File: src/rtl/alu_acc8_if.sv
// Operand/result bundle for the alu_acc8 execution unit.
// Master drives operands and opcode; slave returns the result.
interface alu_acc8_if #(
  parameter int WIDTH = 8
);
  logic [WIDTH-1:0] A;
  logic [WIDTH-1:0] B;
  logic [3:0]       opcode;
  logic [WIDTH-1:0] ALU_Out;

  modport master (
    output A,
    output B,
    output opcode,
    input  ALU_Out
  );

  modport slave (
    input  A,
    input  B,
    input  opcode,
    output ALU_Out
  );
endinterface

File: src/rtl/alu_acc8.sv
// Registered 16-op ALU with an internal accumulator.
// One-cycle latency; opcodes 4-6 also update acc.
module alu_acc8 #(
  parameter int WIDTH = 8
) (
  input  logic       clk,
  input  logic       rst,
  alu_acc8_if.slave  bus
);
  logic [WIDTH-1:0] acc;
  logic [WIDTH-1:0] acc_d;
  logic [WIDTH-1:0] alu_out_q;
  logic [WIDTH-1:0] alu_out_d;
  logic [WIDTH-1:0] a;
  logic [WIDTH-1:0] b;
  logic [WIDTH-1:0] prod;

  assign a = bus.A;
  assign b = bus.B;
  assign prod = a * b;
  assign bus.ALU_Out = alu_out_q;

  always_comb begin
    acc_d     = acc;
    alu_out_d = '0;
    unique case (bus.opcode)
      4'h0: alu_out_d = a + b;
      4'h1: alu_out_d = a - b;
      4'h2: alu_out_d = prod;
      4'h3: alu_out_d = (b == '0) ? '1 : a / b;
      4'h4: begin
        acc_d     = acc + a;
        alu_out_d = acc_d;
      end
      4'h5: begin
        acc_d     = acc * a;
        alu_out_d = acc_d;
      end
      4'h6: begin
        acc_d     = acc + prod;
        alu_out_d = acc_d;
      end
      4'h7: alu_out_d = {a[WIDTH-2:0], a[WIDTH-1]};
      4'h8: alu_out_d = {a[0], a[WIDTH-1:1]};
      4'h9: alu_out_d = a & b;
      4'hA: alu_out_d = a | b;
      4'hB: alu_out_d = a ^ b;
      4'hC: alu_out_d = ~(a & b);
      // Compares yield a zero-extended single-bit truth value
      4'hD: alu_out_d = {{(WIDTH-1){1'b0}}, a == b};
      4'hE: alu_out_d = {{(WIDTH-1){1'b0}}, a > b};
      4'hF: alu_out_d = {{(WIDTH-1){1'b0}}, a < b};
      default: alu_out_d = '0;
    endcase
  end

  always_ff @(posedge clk) begin
    if (rst) begin
      acc       <= '0;
      alu_out_q <= '0;
    end else begin
      acc       <= acc_d;
      alu_out_q <= alu_out_d;
    end
  end
endmodule

File: src/flat_wrapper.sv
// flat-port wrapper written by rule: the top's interface ports become plain ports
module alu_acc8_flat 
#(
  parameter int WIDTH = 8
)
  (clk, rst, bus_A, bus_B, bus_opcode, bus_ALU_Out);
  alu_acc8_if #(.WIDTH(WIDTH)) bus_i ();
  input  logic clk;
  input  logic rst;
  input wire logic [$bits(bus_i.A)-1:0] bus_A;
  input wire logic [$bits(bus_i.B)-1:0] bus_B;
  input wire logic [$bits(bus_i.opcode)-1:0] bus_opcode;
  output wire logic [$bits(bus_i.ALU_Out)-1:0] bus_ALU_Out;
  assign bus_i.A = bus_A;
  assign bus_i.B = bus_B;
  assign bus_i.opcode = bus_opcode;
  assign bus_ALU_Out = bus_i.ALU_Out;
  alu_acc8 #(.WIDTH(WIDTH)) u_core (.clk(clk), .rst(rst), .bus(bus_i));
endmodule
File: config.mk
export PLATFORM = sky130hd
export DESIGN_NAME = alu_acc8_flat
export DESIGN_NICKNAME = d
export VERILOG_FILES = /design/src/rtl/alu_acc8_if.sv /design/src/rtl/alu_acc8.sv /design/src/flat_wrapper.sv
export SDC_FILE = /design/constraint.sdc
export NUM_CORES = 1
export LEC_CHECK = 0
export ABC_AREA = 0
export BUFFER_PORTS_ARGS = -buffer_cell sky130_fd_sc_hd__buf_2
export CORE_ASPECT_RATIO = 1.25
export CORE_MARGIN = 2
export CORE_UTILIZATION = 35
export DETAILED_ROUTE_END_ITERATION = 6
export PLACE_DENSITY = 0.52
export SLEW_MARGIN = 20
export SYNTH_ARGS = -nofsm -noshare
export SYNTH_HDL_FRONTEND = slang
export SYNTH_SLANG_ARGS = --single-unit
File: constraint.sdc
create_clock -name clk -period 17.05 [get_ports clk]
set_clock_uncertainty 0.2 [all_clocks]
set_input_delay 4.2625 -clock clk [delete_from_list [all_inputs] [get_ports clk]]
set_output_delay 4.2625 -clock clk [all_outputs]
set_load 0.005 [all_outputs]
==> impl_metrics.csv, run 1 <==
group,metric,value,unit
sta,fmax,65.3,MHz
run_status,status,"completed",
drt,viasPerCell,5.65,
placed_design,placed_cell_area,6440,um^2
clock_network,clk_path_buf_depth,2,
power,irDropWorstVdd,0.0287,mV
clock_network,clk_pin_slew_worst_paths,60,ps
floorplanning,pin_count,30,
drt,drc,0,
sta,finalSetupViolCount,0,
setup_path,cp.arrival,15240,ps
drt,drt-total-wl,20500,um
synth,synth_warnings,0,
placed_design,place_ws,1540,ps
worst_hold_path,hp-class,"reg -> reg",
floorplanning,start_util,0.354,
power,p_sw,0.175,mW
sta,setup_ws,1740,ps
setup_path,worst_path_largest_cell_delay,760,ps
placed_design,port_buffers,29,
setup_path,path_class,"in -> reg",
synth,synth_edf_count,0,
power,power_density,55.4,nW/um^2
global_routing,grt-ovfl-total,0,
clock_network,cts_tree,"done",
cells_and_area,drive_above_1_share,0.0806,
sta,hold_viol_final,0,
cells_and_area,fin_util,0.376,
clock_network,clk_latency,250,ps
synth,synthArstFlopShare,0,
job,drv_cap,0,
synth,ys.flop_type,"dfxtp_1",
setup_path,critPathCaptureType,"flip-flop",
power,p_clk_frac,0.145,
synth,synth_area,6150,um^2
clock_network,root_buffer,"clkbuf_16",
cells_and_area,final_cell_mix,"ha_1 (109), inv_1 (77), nor2_1 (69)",
setup_path,crit_top_cell,"o21a_1",
synth,yosys-top-cells-area,"ha_1 (22%), fa_1 (9.1%), dfxtp_1 (5.2%)",
synth,yosys.area.top_type,"ha_1",
cells_and_area,num-fill-cells,1864,
sta,tightest_slew,1080,ps
setup_path,critPathSlowestCell,"o211ai_1",
clock_network,ctsResizeCount,0,
drt,wire_per_inst,19.9,um
global_routing,grt_pass1_wl,32500,um
floorplanning,die_h,152,um
cells_and_area,final_common_cell,"ha_1",
synth,synth_cell_type_count,83,
sta,slew_violations,0,
drt,drt-pass1-iter-count,7,
clock_network,post_cts_buffers,0,
drt,drtIter0Drc,353,
setup_path,cp.required,16980,ps
power,p_sw_frac,0.485,
power,seqPwrFrac,0.127,
cells_and_area,area.growth.synth_to_final,6.16,%
global_routing,grtUsageTotal,0.223,
placed_design,gp_congestion,0.924,
synth,ys_ff_latch,16,
power,internal_power,0.186,mW
synth,netlist_instances,803,
clock_network,htreeDepth,1,
sta,finalCritPeriodShare,0.898,
sta,finalSetupTns,0,ps
clock_network,cts_made_buffers,3,
synth,synth_nets,962,
setup_path,crit_fanout,14,
power,p_comb_frac,0.728,
synth,synth_area_per_cell,7.66,um^2
setup_path,crit_buf_inv,3,
setup_path,startpoint_type,"input port",
power,leakage,3.07,nW
sta,maxSlewHeadroom,0.271,
drt,ant_nets,0,
global_routing,grt_pass1_vias,5784,
sta,rsz0062_at_grt,"no",
synth,synth_top_area_frac,0.222,
floorplanning,die_x,123,um
drt,num_vias,5823,
floorplanning,fp-row-count,54,
cells_and_area,nNetsFinal,966,
cells_and_area,design_area,6530,um^2
global_routing,antenna_found_initial,0,
synth,seq_area_frac_synth,0.0521,
floorplanning,die_area,18700,um^2
clock_network,cts.sinks,16,
clock_network,hold_buffers,0,
setup_path,cp_top_family,"compound AO/OA/AOI/OAI gates",
global_routing,grt_max_degree,37,
placed_design,hpwl,16400,um
floorplanning,core,17400,um^2
sta,fin_crit,15310,ps
## logic make-up (layout without fill, tap and decap cells)
family / after synthesis / count (layout) / share of synthesized area
compound gates: 219 / 219 / 0.249
xor+xnor: 51 / 51 / 0.0820
fa+ha+maj: 137 / 137 / 0.313
buf+inv: 112 / 115 / 0.0736
flops: 16 / 16 / 0.0521
mux: 19 / 19 / 0.0328
other cells: 0 / 1 / 0
simple gates: 249 / 249 / 0.198
## cells in the mapped netlist, types with 9 or more instances
| cell | number |
|---|---|
| nand3_1 | 14 |
| a21oi_1 | 43 |
| nor2_1 | 69 |
| xor2_1 | 17 |
| and2_1 | 17 |
| o21ai_0 | 33 |
| a31oi_1 | 9 |
| dfxtp_1 | 16 |
| clkbuf_1 | 23 |
| a21o_1 | 12 |
| fa_1 | 28 |
| mux2i_1 | 10 |
| xnor2_1 | 30 |
| ha_1 | 109 |
| nor3_1 | 26 |
| inv_1 | 77 |
| nand2_1 | 68 |
| o21a_1 | 26 |
## worst reg2reg max path: stages, from the launching register on
cell and delay (ps):
dfxtp_1 490, inv_1 200, nor2_1 220, fa_1 210, inv_1 60, fa_1 530, inv_1 40, ha_1 270
inv_1 60, fa_1 530, inv_1 50, ha_1 330, a21o_1 170, a21oi_1 160, xnor2_1 170, xnor2_1 120
a22oi_2 250, a41oi_2 160
## per-layer routing
metal	vias to the layer above	track usage	share of wire
met1	2753	0.279	0.42
met2	161	0.390	0.50
met5	-	0	0
met4	0	0.0870	0.041
met3	41	0.0195	0.044
li1	2868	-	-
## through the flow
stage	instances	total power [mW]	hold WS [ps]
floorplan	803	0.236	300
global placement	1026	0.309	382
detailed placement	1026	0.308	394
CTS	1030	0.363	404
global route	1030	0.395	422
finish	1031	0.362	402
## layout make-up
type	instances	area [um^2]	area share
Multi-Input combinational cell	675	5380	0.824
Antenna cell	1	2.50	0.000383
Clock buffer	4	88.8	0.0136
Inverter	80	300	0.0460
Tap cell	224	280	0.0429
Sequential cell	16	320	0.0491
Timing Repair Buffer	31	160	0.0245
## registers in the layout, indices dropped and copies added (netlist names)
signal	cells
u_core.acc	8
u_core.bus.ALU_Out	8
## worst paths after layout
path                                                         end                        from  cells after the start  slack (ps)
worst max-delay path            u_core.bus.ALU_Out[0]$_SDFF_PP0_                    bus_B[6]                     49        1740
worst min-delay path                  u_core.acc[1]$_SDFFE_PP0P_  u_core.acc[1]$_SDFFE_PP0P_                      2         400
worst max register to register  u_core.bus.ALU_Out[7]$_SDFF_PP0_  u_core.acc[1]$_SDFFE_PP0P_                     17       12720
worst min register to register        u_core.acc[1]$_SDFFE_PP0P_  u_core.acc[1]$_SDFFE_PP0P_                      2         400
## power by group through the flow
stage / Combinational (mW) / Clock [mW] / Sequential [mW]
final: 0.263 / 0.0526 / 0.0459
after global routing: 0.293 / 0.0560 / 0.0463
after CTS: 0.264 / 0.0533 / 0.0459
after detailed placement: 0.261 / 0 / 0.0467
after global placement: 0.263 / 0 / 0.0468
after floorplan: 0.192 / 0 / 0.0443
Note: power is estimated with default switching activity, not from simulation.
==> inputs of run 2 (changes only) <==
- CORE_UTILIZATION: 35 -> 55
- PLACE_DENSITY: 0.52 -> 0.75
==> run 2 against run 1 <==
- the flow now finishes with violations (design-rule violations)
- critical path depth stayed put
- core utilization increased by 21 points
- sequential cell count unchanged
- maximum frequency fell by 1.4%
- via count up 5.5%
- first-iteration DRC count is 41% higher
- critical path type unchanged
==> impl_metrics.csv, run 2 (synthesized netlist as in run 1, its figures left out) <==
group,metric,value,unit
clock_network,cts_made_buffers,3,
sta,slew_violations,0,
power,leakage,3.07,nW
cells_and_area,layout.cells.non_filler,941,
global_routing,grt_pass1_wl,30800,um
placed_design,place_ws,1410,ps
setup_path,critPathCaptureType,"flip-flop",
power,total_power,0.365,mW
clock_network,htreeDepth,1,
setup_path,path_class,"in -> reg",
drt,drc,2,
drt,wirelength_met1,7520,um
setup_path,cp.required,17000,ps
clock_network,ctsResizeCount,0,
sta,finalSetupViolCount,0,
power,irDropWorstVdd,0.0326,mV
clock_network,clk_path_buf_depth,2,
run_status,status,"finished with violations",
cells_and_area,final_common_cell,"ha_1",
worst_hold_path,hp-class,"reg -> reg",
clock_network,cts.sinks,16,
cells_and_area,final_cell_mix,"ha_1 (109), inv_1 (77), nor2_1 (69)",
sta,hold_viol_final,0,
clock_network,post_cts_buffers,0,
drt,viasPerCell,6.53,
floorplanning,die_x,98.6,um
drt,drt-total-wl,19800,um
setup_path,cp.arrival,15480,ps
clock_network,root_buffer,"clkbuf_16",
cells_and_area,area.growth.synth_to_final,4.31,%
sta,maxSlewHeadroom,0.347,
global_routing,antenna_found_initial,0,
drt,ant_nets,0,
sta,fmax,64.4,MHz
drt,dr_wl_met2,9670,um
floorplanning,die_h,122,um
clock_network,cts_tree,"done",
setup_path,critPathSlowestCell,"o211ai_1",
power,power_density,56.8,nW/um^2
cells_and_area,num-fill-cells,1024,
floorplanning,pin_count,30,
sta,rsz0062_at_grt,"no",
drt,drt-pass1-iter-count,7,
floorplanning,start_util,0.560,
sta,fin_crit,15530,ps
global_routing,grtUsageTotal,0.325,
cells_and_area,drive_above_1_share,0.0806,
placed_design,port_buffers,29,
global_routing,grt-ovfl-total,0,
drt,routed.top_layer,"met4",
setup_path,crit_top_cell,"o21a_1",
floorplanning,die_area,12100,um^2
worst_hold_path,hold-path-cell-count,2,
floorplanning,fp-row-count,43,
clock_network,clk_latency,270,ps
run_status,violations,"design-rule violations",
sta,finalSetupTns,0,ps
cells_and_area,num_antenna_cells,0,
setup_path,startpoint_type,"input port",
cells_and_area,fin_util,0.585,
floorplanning,core,11000,um^2
clock_network,clk_pin_slew_worst_paths,70,ps
setup_path,worst_path_largest_cell_delay,750,ps
sta,setup_ws,1520,ps
cells_and_area,nNetsFinal,966,
drt,wl_met3,1140,um
setup_path,rr_worst_depth,16,
drt,wire_per_inst,21.1,um
placed_design,hpwl,15500,um
placed_design,dp_cells,937,
global_routing,grt_pass1_vias,5935,
placed_design,gp_congestion,0.969,
setup_path,crit_fanout,14,
drt,drtIter0Drc,498,
sta,finalCritPeriodShare,0.911,
sta,tightest_slew,973,ps
clock_network,hold_buffers,0,
global_routing,grt_max_degree,37,
job,drv_cap,0,
drt,num_vias,6141,
-- run 2: worst max-delay path, delay by kind of cell --
kind	cells	cell delay [ps]
buf+inv	3	330
fa+ha+maj	7	2080
mux	4	1270
simple gates	9	2180
compound gates	26	5340
-- run 2: metrics by stage --
stage	hold slack, ps	cell area [um^2]
after floorplan	300	6150
after global placement	359	6330
after detailed placement	373	6330
after CTS	382	6420
after global routing	414	6420
final	390	6420
-- run 2: path summary, 6_finish.rpt --
check / from / to / slack [ps]
worst max-delay path: bus_B[6] / u_core.bus.ALU_Out[0]$_SDFF_PP0_ / 1520
worst min-delay path: u_core.acc[1]$_SDFFE_PP0P_ / u_core.acc[1]$_SDFFE_PP0P_ / 390
worst max register to register: u_core.acc[2]$_SDFFE_PP0P_ / u_core.bus.ALU_Out[7]$_SDFF_PP0_ / 12740
worst min register to register: u_core.acc[1]$_SDFFE_PP0P_ / u_core.acc[1]$_SDFFE_PP0P_ / 390
-- run 2: power breakdown --
part / internal [mW] / switching, mW
sequential: 0.0411 / 0.00454
clock: 0.0359 / 0.0213
combinational: 0.109 / 0.152
total: 0.187 / 0.178
-- run 2: routing by layer --
layer / vias up / track usage
met5: - / 0
met4: 0 / 0.217
met3: 95 / 0.0319
met2: 269 / 0.582
met1: 2893 / 0.365
li1: 2884 / -
-- run 2: final cells by class --
type                       count  area (um^2)  share of cell area
sequential                    16          320              0.0499
timing repair buffer          31          160              0.0250
inverter                      80          300              0.0468
multi-input combinational    675         5380               0.838
tap                          135          169              0.0263
clock buffer                   4         88.8              0.0138
==> inputs of run 3 (changes only) <==
- REMOVE_ABC_BUFFERS: unset -> 1
==> run 3 against run 2 <==
- the run now ends clean
- non-clock buffer count fell by 1
- power fell by 2.2%
- wire length fell by 1.4%
- register-to-register slack barely moved
- critical path depth did not move
- critical path type unchanged
- final cell count fell by 0.21%
- combinational power barely moved
- critical endpoint unchanged
- design area fell by 0.23%
==> impl_metrics.csv, run 3 (synthesized netlist as in run 1, its figures left out) <==
group,metric,value,unit
clock_network,clk_pin_slew_worst_paths,60,ps
sta,finalCritPeriodShare,0.902,
job,drv_cap,0,
drt,dr_wl_met2,9610,um
floorplanning,core,11000,um^2
drt,wire_per_inst,20.8,um
cells_and_area,area.growth.synth_to_final,4.07,%
setup_path,reg2reg_slack,12750,ps
setup_path,r2r_start,"u_core.acc[3]$_SDFFE_PP0P_",
sta,hold_viol_final,0,
cells_and_area,num-fill-cells,1044,
cells_and_area,layout.cells.non_filler,939,
sta,finalSetupTns,0,ps
worst_hold_path,hp-class,"reg -> reg",
sta,maxSlewHeadroom,0.285,
setup_path,path_class,"in -> reg",
floorplanning,fp-row-count,43,
cells_and_area,num_antenna_cells,0,
sta,rsz0062_at_grt,"no",
drt,drc,0,
clock_network,root_buffer,"clkbuf_16",
drt,drt-total-wl,19500,um
clock_network,post_cts_buffers,0,
drt,wl_met3,1380,um
clock_network,clk_path_buf_depth,2,
placed_design,gp_congestion,0.977,
clock_network,clk_latency,250,ps
clock_network,cts_tree,"done",
clock_network,ctsResizeCount,0,
drt,viasPerCell,6.59,
worst_hold_path,hold-path-cell-count,2,
clock_network,htreeDepth,1,
setup_path,critPathCaptureType,"flip-flop",
power,leakage,3.06,nW
global_routing,antenna_found_initial,0,
floorplanning,die_area,12100,um^2
floorplanning,pin_count,30,
power,total_power,0.357,mW
global_routing,grt_pass1_wl,31400,um
clock_network,cts_made_buffers,3,
setup_path,startpoint_type,"input port",
global_routing,grt_max_degree,37,
drt,drt-pass1-iter-count,6,
setup_path,crit_buf_inv,3,
drt,drtIter0Drc,634,
global_routing,grt-ovfl-total,0,
setup_path,cp.arrival,15320,ps
placed_design,hpwl,15400,um
floorplanning,die_x,98.6,um
global_routing,grt_pass1_vias,6097,
power,irDropWorstVdd,0.0454,mV
drt,ant_nets,0,
setup_path,crit_top_cell,"o21a_1",
sta,slew_violations,0,
placed_design,port_buffers,29,
cells_and_area,final_common_cell,"ha_1",
setup_path,crit_fanout,14,
sta,finalSetupViolCount,0,
cells_and_area,drive_above_1_share,0.0796,
sta,fmax,65.0,MHz
setup_path,cp.required,16990,ps
sta,fin_crit,15390,ps
floorplanning,die_h,122,um
setup_path,crit_cells,49,
setup_path,critPathSlowestCell,"o211ai_1",
cells_and_area,nNetsFinal,965,
worst_hold_path,hold_end,"u_core.acc[2]$_SDFFE_PP0P_",
setup_path,worstReg2RegEnd,"u_core.bus.ALU_Out[7]$_SDFF_PP0_",
clock_network,cts.sinks,16,
placed_design,dp_cells,936,
drt,wirelength_met1,7380,um
clock_network,hold_buffers,0,
drt,num_vias,6185,
setup_path,rr_worst_depth,12,
drt,routed.top_layer,"met4",
worst_hold_path,min_from,"u_core.acc[2]$_SDFFE_PP0P_",
sta,tightest_slew,1060,ps
power,power_density,55.7,nW/um^2
floorplanning,start_util,0.560,
run_status,status,"completed",
setup_path,cp_top_family,"compound AO/OA/AOI/OAI gates",
global_routing,grtUsageTotal,0.324,
cells_and_area,final_cell_mix,"ha_1 (109), inv_1 (77), nor2_1 (69)",
setup_path,worst_path_largest_cell_delay,730,ps
[run 3: power by group]
| group | switching (mW) | leakage (nW) | internal [mW] | total [mW] |
|---|---|---|---|---|
| Sequential | 0.00442 | 0.131 | 0.0412 | 0.0456 |
| Clock | 0.0155 | 0.0370 | 0.0308 | 0.0463 |
| Combinational | 0.155 | 2.90 | 0.109 | 0.265 |
| Total | 0.175 | 3.06 | 0.181 | 0.357 |
[run 3: per-layer routing]
| layer | vias up | track usage |
|---|---|---|
| li1 | 2875 | - |
| met1 | 2907 | 0.384 |
| met2 | 328 | 0.581 |
| met3 | 75 | 0.0239 |
| met4 | 0 | 0.177 |
| met5 | - | 0 |
[run 3: how the worst max path moves through the flow]
stage,start,endpoint,slack [ps]
6_report,bus_B[6],u_core.bus.ALU_Out[0]$_SDFF_PP0_,1660
5_1_grt,bus_B[6],u_core.bus.ALU_Out[0]$_SDFF_PP0_,860
3_5_place_dp,bus_B[6],u_core.bus.ALU_Out[0]$_SDFF_PP0_,1560
4_1_cts,bus_B[6],u_core.bus.ALU_Out[0]$_SDFF_PP0_,1810
3_3_place_gp,bus_B[6],u_core.bus.ALU_Out[0]$_SDFF_PP0_,1970
2_1_floorplan,bus_B[6],u_core.bus.ALU_Out[0]$_SDFF_PP0_,2910
[run 3: tightest hold or removal path: stages, from the launching register on]
cell     delay (ps)
dfxtp_1         380
nand2_1         100
a21oi_1          60
[run 3: final cells by class]
cell class              instances  area (um^2)  share of cell area
repair buffers                 30          153              0.0238
inverters                      80          300              0.0469
well taps                     135          169              0.0264
multi-input cells             675         5380               0.841
clock buffers                   3         75.1              0.0117
flip-flops and latches         16          320              0.0500
[run 3: stage by stage]
step | hold slack [ps] | cell area (um^2) | util | setup WS [ps]
6_report | 392 | 6400 | 0.583 | 1660
5_1_grt | 432 | 6400 | 0.583 | 861
4_1_cts | 387 | 6390 | 0.583 | 1810
3_5_place_dp | 380 | 6320 | 0.576 | 1560
3_3_place_gp | 356 | 6320 | 0.576 | 1970
2_1_floorplan | 294 | 6000 | - | 2910
